**config.mk**
```make
export PLATFORM = sky130hd
export DESIGN_NAME = alu_issue_ctrl
export DESIGN_NICKNAME = d
export VERILOG_FILES = /design/src/rtl/cpu_pkg.sv /design/src/rtl/regfile_4x4.sv /design/src/rtl/alu_issue_ctrl.sv
export SDC_FILE = /design/constraint.sdc
export NUM_CORES = 1
export LEC_CHECK = 0
export BUFFER_PORTS_ARGS = -buffer_cell sky130_fd_sc_hd__buf_2
export CAP_MARGIN = 10
export CORE_MARGIN = 2
export CORE_UTILIZATION = 52
export CTS_BUF_LIST = sky130_fd_sc_hd__clkbuf_8
export CTS_CLUSTER_DIAMETER = 100
export DETAILED_ROUTE_END_ITERATION = 10
export PLACE_DENSITY = 0.75
export SLEW_MARGIN = 5
export SYNTH_ARGS = -nofsm -noshare
export SYNTH_HDL_FRONTEND = slang
export SYNTH_HIERARCHICAL = 1
export SYNTH_SLANG_ARGS = --single-unit
```
**constraint.sdc**
```tcl
create_clock -name clk -period 2.2 [get_ports clk]
set_input_delay 0.33 -clock clk [delete_from_list [all_inputs] [get_ports clk]]
set_output_delay 0.33 -clock clk [all_outputs]
set_load 0.1 [all_outputs]
```
**src/rtl/cpu_pkg.sv**
```systemverilog
// Shared definitions for the 8-bit CPU instruction side.
// Contents:
//   alu_op_t       ALU opcodes shared with the ALU; OP_LOAD never reaches the ALU.
//   *_MSB/*_LSB    bit positions of the instruction byte fields.
//   issue_state_t  state encoding of the issue sequencer.
//   instr_* / imm_value  helpers that extract instruction fields.
package cpu_pkg;

  typedef enum logic [2:0] {
    OP_ADD  = 3'b000,
    OP_SUB  = 3'b001,
    OP_AND  = 3'b010,
    OP_OR   = 3'b011,
    OP_XOR  = 3'b100,
    OP_SHL  = 3'b101,
    OP_SHR  = 3'b110,
    OP_LOAD = 3'b111
  } alu_op_t;

  localparam int OP_MSB      = 7;
  localparam int OP_LSB      = 5;
  localparam int RD_MSB      = 4;
  localparam int RD_LSB      = 3;
  localparam int RS_MSB      = 2;
  localparam int RS_LSB      = 1;
  localparam int IMM_BIT     = 0;
  localparam int IMM_VAL_MSB = 3;

  typedef enum logic [2:0] {
    ST_IDLE,
    ST_FETCH_IMM,
    ST_ISSUE,
    ST_WAIT,
    ST_WB
  } issue_state_t;

  function automatic logic [2:0] instr_op(input logic [7:0] b);
    return b[OP_MSB:OP_LSB];
  endfunction

  function automatic logic [1:0] instr_rd(input logic [7:0] b);
    return b[RD_MSB:RD_LSB];
  endfunction

  function automatic logic [1:0] instr_rs(input logic [7:0] b);
    return b[RS_MSB:RS_LSB];
  endfunction

  function automatic logic instr_imm(input logic [7:0] b);
    return b[IMM_BIT];
  endfunction

  // Upper nibble of an immediate byte is ignored.
  function automatic logic [3:0] imm_value(input logic [7:0] b);
    return b[IMM_VAL_MSB:0];
  endfunction

endpackage

```
**src/rtl/regfile_4x4.sv**
```systemverilog
// Architectural register file: NREG entries of 4 bits.
// Ports:
//   clk, rst          clock and synchronous active-high clear of all entries
//   ra_addr/ra_data   asynchronous read port A
//   rb_addr/rb_data   asynchronous read port B
//   we, wa, wd        synchronous write port
module regfile_4x4 #(
  parameter int NREG = 4
) (
  input  logic       clk,
  input  logic       rst,
  input  logic [1:0] ra_addr,
  output logic [3:0] ra_data,
  input  logic [1:0] rb_addr,
  output logic [3:0] rb_data,
  input  logic       we,
  input  logic [1:0] wa,
  input  logic [3:0] wd
);

  logic [3:0] regs [NREG];

  assign ra_data = regs[ra_addr];
  assign rb_data = regs[rb_addr];

  always_ff @(posedge clk) begin
    if (rst) begin
      for (int i = 0; i < NREG; i++) begin
        regs[i] <= '0;
      end
    end else if (we) begin
      regs[wa] <= wd;
    end
  end

endmodule

```
**src/rtl/alu_issue_ctrl.sv**
```systemverilog
// Issue sequencer: accepts two-address instruction bytes over valid/ready,
// reads operands from the register file, drives the external ALU, waits its
// latency and writes the result back.
// Ports:
//   clk, rst                        clock, synchronous active-high reset
//   instr_valid/instr_data/instr_ready  instruction byte stream
//   alu_en/alu_opcode/alu_in_1/alu_in_2 ALU issue interface (operands held through WB)
//   alu_out                         ALU result, valid ALU_LAT cycles after alu_en
//   result_valid/result_data/result_rd  write-back notification
//   busy                            high outside IDLE
//
// state      | meaning
// IDLE       | ready for an instruction byte
// FETCH_IMM  | instruction latched, waiting for its immediate byte
// ISSUE      | alu_en pulse, operands already registered
// WAIT       | remaining ALU latency counting down
// WB         | result published and written to the register file
module alu_issue_ctrl
  import cpu_pkg::*;
#(
  parameter int ALU_LAT = 1,
  parameter int NREG    = 4
) (
  input  logic       clk,
  input  logic       rst,
  input  logic       instr_valid,
  input  logic [7:0] instr_data,
  output logic       instr_ready,
  output logic       alu_en,
  output logic [2:0] alu_opcode,
  output logic [3:0] alu_in_1,
  output logic [3:0] alu_in_2,
  input  logic [3:0] alu_out,
  output logic       result_valid,
  output logic [3:0] result_data,
  output logic [1:0] result_rd,
  output logic       busy
);

  // ISSUE counts as the first latency cycle, so WAIT covers ALU_LAT-1 cycles.
  localparam logic [1:0] WAIT_LOAD = 2'(ALU_LAT > 1 ? ALU_LAT - 2 : 0);

  issue_state_t state_q, state_d;
  logic [2:0]   op_q;
  logic [1:0]   rd_q;
  logic [3:0]   src_q;
  logic [1:0]   wait_cnt_q;
  logic         xfer;
  logic [1:0]   ra_addr;
  logic [3:0]   ra_data;
  logic [3:0]   rb_data;

  // Strobes are forced low in the reset cycle regardless of the old state.
  assign instr_ready  = !rst && (state_q == ST_IDLE || state_q == ST_FETCH_IMM);
  assign xfer         = instr_valid && instr_ready;
  assign alu_en       = !rst && (state_q == ST_ISSUE);
  assign result_valid = !rst && (state_q == ST_WB);
  assign result_rd    = result_valid ? rd_q : '0;
  assign result_data  = !result_valid ? '0 : ((op_q == OP_LOAD) ? src_q : alu_out);
  assign busy         = (state_q != ST_IDLE);

  // In IDLE the destination comes straight off the incoming byte; after that
  // the latched copy is used (immediate-form operand read).
  assign ra_addr = (state_q == ST_IDLE) ? instr_rd(instr_data) : rd_q;

  regfile_4x4 #(.NREG(NREG)) u_regfile (
    .clk     (clk),
    .rst     (rst),
    .ra_addr (ra_addr),
    .ra_data (ra_data),
    .rb_addr (instr_rs(instr_data)),
    .rb_data (rb_data),
    .we      (result_valid),
    .wa      (rd_q),
    .wd      (result_data)
  );

  always_comb begin
    state_d = state_q;
    case (state_q)
      ST_IDLE: begin
        if (xfer) begin
          if (instr_imm(instr_data))                state_d = ST_FETCH_IMM;
          else if (instr_op(instr_data) == OP_LOAD) state_d = ST_WB;
          else                                      state_d = ST_ISSUE;
        end
      end
      ST_FETCH_IMM: begin
        if (xfer) state_d = (op_q == OP_LOAD) ? ST_WB : ST_ISSUE;
      end
      ST_ISSUE: state_d = (ALU_LAT == 1) ? ST_WB : ST_WAIT;
      ST_WAIT:  if (wait_cnt_q == '0) state_d = ST_WB;
      ST_WB:    state_d = ST_IDLE;
      default:  state_d = ST_IDLE;
    endcase
  end

  always_ff @(posedge clk) begin
    if (rst) begin
      state_q    <= ST_IDLE;
      op_q       <= '0;
      rd_q       <= '0;
      src_q      <= '0;
      wait_cnt_q <= '0;
      alu_opcode <= '0;
      alu_in_1   <= '0;
      alu_in_2   <= '0;
    end else begin
      state_q <= state_d;

      if (state_q == ST_IDLE && xfer) begin
        op_q <= instr_op(instr_data);
        rd_q <= instr_rd(instr_data);
        if (!instr_imm(instr_data)) src_q <= rb_data;
      end
      if (state_q == ST_FETCH_IMM && xfer) begin
        src_q <= imm_value(instr_data);
      end

      // Operands sampled at the ISSUE-entry edge; a same-cycle rd==rs read
      // sees the pre-write value since no write can be in flight here.
      if (state_d == ST_ISSUE) begin
        alu_opcode <= (state_q == ST_IDLE) ? instr_op(instr_data) : op_q;
        alu_in_1   <= ra_data;
        alu_in_2   <= (state_q == ST_IDLE) ? rb_data : imm_value(instr_data);
      end

      if (state_q == ST_ISSUE) begin
        wait_cnt_q <= WAIT_LOAD;
      end else if (state_q == ST_WAIT && wait_cnt_q != '0) begin
        wait_cnt_q <= wait_cnt_q - 2'd1;
      end
    end
  end

endmodule
```
==> results.yml <==
place:
  place_hpwl_um: 3787
  placedCellCount: 295
  io_buffers: 35
  dpl-instance-area_um2: 2584
  gp_congestion: 0.8225
pwr:
  power_switching_w: 0.0005268
  finalPower_w: 0.001708
  seqPwrFrac: 0.498
  combPwrFrac: 0.216
  p_per_area_nw_per_um2: 638.5
  swShare: 0.3084
  power.share.clock: 0.286
  ir_worst_vdd_uv: 386.1
  intPower_w: 0.001181
  p_leak_nw: 1.092
finish:
  final_cell_mix: "29 x nand2_1, 27 x buf_2, 23 x dfxtp_1"
  utilization: 0.6688
  fill_cells: 328
  instances_no_fill: 302
  fin_area_um2: 2675
  final_common_cell: "nand2_1"
  diodes: 0
  drive_above_1_share: 0.2897
  regArea_um2: 983.4
  multiInputGateArea_um2: 1155
  fin_nets: 268
  syn_to_final_growth_pct: 23.58
critical_path:
  cp_max_fo: 7
  critPathTopFamily: "simple AND/OR/NAND/NOR gates"
  cp.depth: 4
  worstPathArrival_ns: 1.80
  rrSetupSlack_ns: 0.28
  critPathCaptureType: "output port"
  cp-startpoint: "state_q[1]"
  path_cells: "or4b_4 -> buf_4 -> nor2_4 -> buf_12"
  cp.required_ns: 1.87
  r2r-start: "state_q[1]"
  critPathKind: "flip-flop to output port"
  reg2reg_depth: 7
  crit_path_end: "result_data[3]"
  rr_endpoint: "alu_in_1[3]"
  max_stage_delay_ns: 0.57
  cp_num_buf_inv: 2
  startpoint_type: "flip-flop"
  cpMaxStageDelayCell: "or4b_4"
global_routing:
  grt_max_degree: 36
  antenna_found_initial: 0
  grtUsageTotal: 0.2407
  grt_pass1_vias: 1632
  grt_pass1_wl_um: 8066
  gr-total-overflow: 0
yosys:
  async_flop_share: 0
  synthFlopType: "dfxtp_1"
  synth_nets: 227
  avgSynthCellArea_um2: 10.26
  ys_seq_area_frac: 0.4532
  syn_area_um2: 2165
  synth-seq-cells: 41
  yosys_warnings: 6
  synth-edff-count: 16
  synth.distinct_cells: 38
  synthCells: 211
floorplanning:
  die_w_um: 68.52
  die_h_um: 68.52
  initial_core_util: 0.5411
  rows: 23
  coreArea_um2: 4000
  dieArea_um2: 4695
  pin_count: 36
sta:
  setup_violations: 0
  hold_violations: 0
  fin_skew_ns: 0.008622
  tightest_slew_ns: 0.4860
  fmax_mhz: 469.8
  maxSlewHeadroom: 0.6783
  fin_crit_sh: 0.9675
  rsz0062_at_grt: "false"
  post-route-min-period_ns: 2.128
  slew_violations: 0
detailed_routing:
  vias: 1754
  drtPass1Iterations: 4
  dr.first_iter.drc_count: 156
  wl_per_cell_um: 16.47
  drc: 0
  finalWirelength_um: 4974
  via_per_inst: 5.808
  postRouteAntennaNets: 0
clock_tree:
  tritoncts: "yes"
  cts_made_buffers: 5
  h-tree-depth: 2
  cts_sinks: 41
  cts_buffer_depth: 2
  root_buffer: "clkbuf_8"
  cts.reportedPaths.clkPinSlew_ns: 0.08
  clk_latency_ns: 0.29
min_path:
  min_path_type: "primary input to flip-flop"
  hp-start: "instr_data[4]"
run:
  maxCapViolCount: 0
outcome:
  status: "finished, final reports clean"
synthesized netlist by cell type (all sizes together) (4+ instances only):
library cell / n / area share
a311oi: 7 / 0.028
o21ai: 7 / 0.016
nand3: 6 / 0.016
edfxtp: 16 / 0.22
inv: 5 / 0.0087
mux2i: 9 / 0.042
nand2b: 4 / 0.012
nand2: 29 / 0.050
and2: 19 / 0.055
dfxtp: 25 / 0.23
a21oi: 16 / 0.037
buf: 9 / 0.022
nor2: 18 / 0.032
mux4: 8 / 0.097
worst min-delay path, stage by stage:
cell,delay (ns)
buf_2,0.09
mux2i_1,0.06
nor2_1,0.07
power groups by stage:
stage,logic [W],clock network [W],registers [W]
floorplan,0.000212,0,0.000936
global placement,0.000364,0,0.000865
global route,0.000394,0.000541,0.000856
CTS,0.000369,0.000503,0.000850
detailed placement,0.000368,0,0.000867
finish,0.000369,0.000489,0.000850
flip-flops by register name, indices dropped and copies added, names as in the netlist:
name,cells
u_regfile/regs,16
alu_in_1,4
alu_in_2,4
src_q,4
alu_opcode,3
op_q,3
state_q,3
rd_q,2
wait_cnt_q,2
cells by family after synthesis:
group / after synthesis / share of synthesized area
buffers and inverters: 17 / 0.03584
flip-flops: 41 / 0.4532
multiplexers: 17 / 0.1387
AO/OA/AOI/OAI: 44 / 0.1341
AND/OR/NAND/NOR: 91 / 0.2324
adder cells (fa/ha/maj): 1 / 0.005779
area by class of cell:
cell class,count,area share
multi-input cells,153,0.4317
flip-flops and latches,41,0.3676
repair buffers,46,0.1366
clock buffers,6,0.03087
well taps,50,0.02339
inverters,5,0.008419
clock inverters,1,0.001403
through the flow:
| step | worst slack, ns | setup TNS, ns | hold slack, ns |
|---|---|---|---|
| global placement | 0.2810 | 0 | 0.4562 |
| CTS | 0.007740 | 0 | 0.2861 |
| floorplan | -0.06227 | -0.5003 | 0.4244 |
| finish | 0.07151 | 0 | 0.2949 |
| detailed placement | 0.2074 | 0 | 0.4472 |
| global route | 0.001800 | 0 | 0.3078 |
routing by layer:
| metal | track usage | share of wire |
|---|---|---|
| met1 | 0.3197 | 0.44 |
| met2 | 0.3870 | 0.50 |
| met3 | 0.06169 | 0.054 |
| met4 | 0.07250 | 0.0056 |
| met5 | 0 | 0 |
worst min path at each step:
stage | cells after the start | endpoint | slack (ns)
after floorplan | 2 | src_q[1] | 0.42
after global placement | 2 | src_q[2] | 0.46
after detailed placement | 2 | src_q[2] | 0.45
after CTS | 3 | rd_q[1] | 0.29
after global routing | 3 | op_q[2] | 0.31
final | 3 | rd_q[1] | 0.29
timing repair:
action / in CTS / in global routing
hold buffers: 0 / 0
cloned: 0 / 0
endpoints found under the setup margin: 1 / 5
gates resized for setup: 0 / 3
pin swaps: 1 / 2
setup buffers: 0 / 0
endpoints found under the hold margin: 0 / 0
Note: power is estimated with default switching activity, not from simulation.
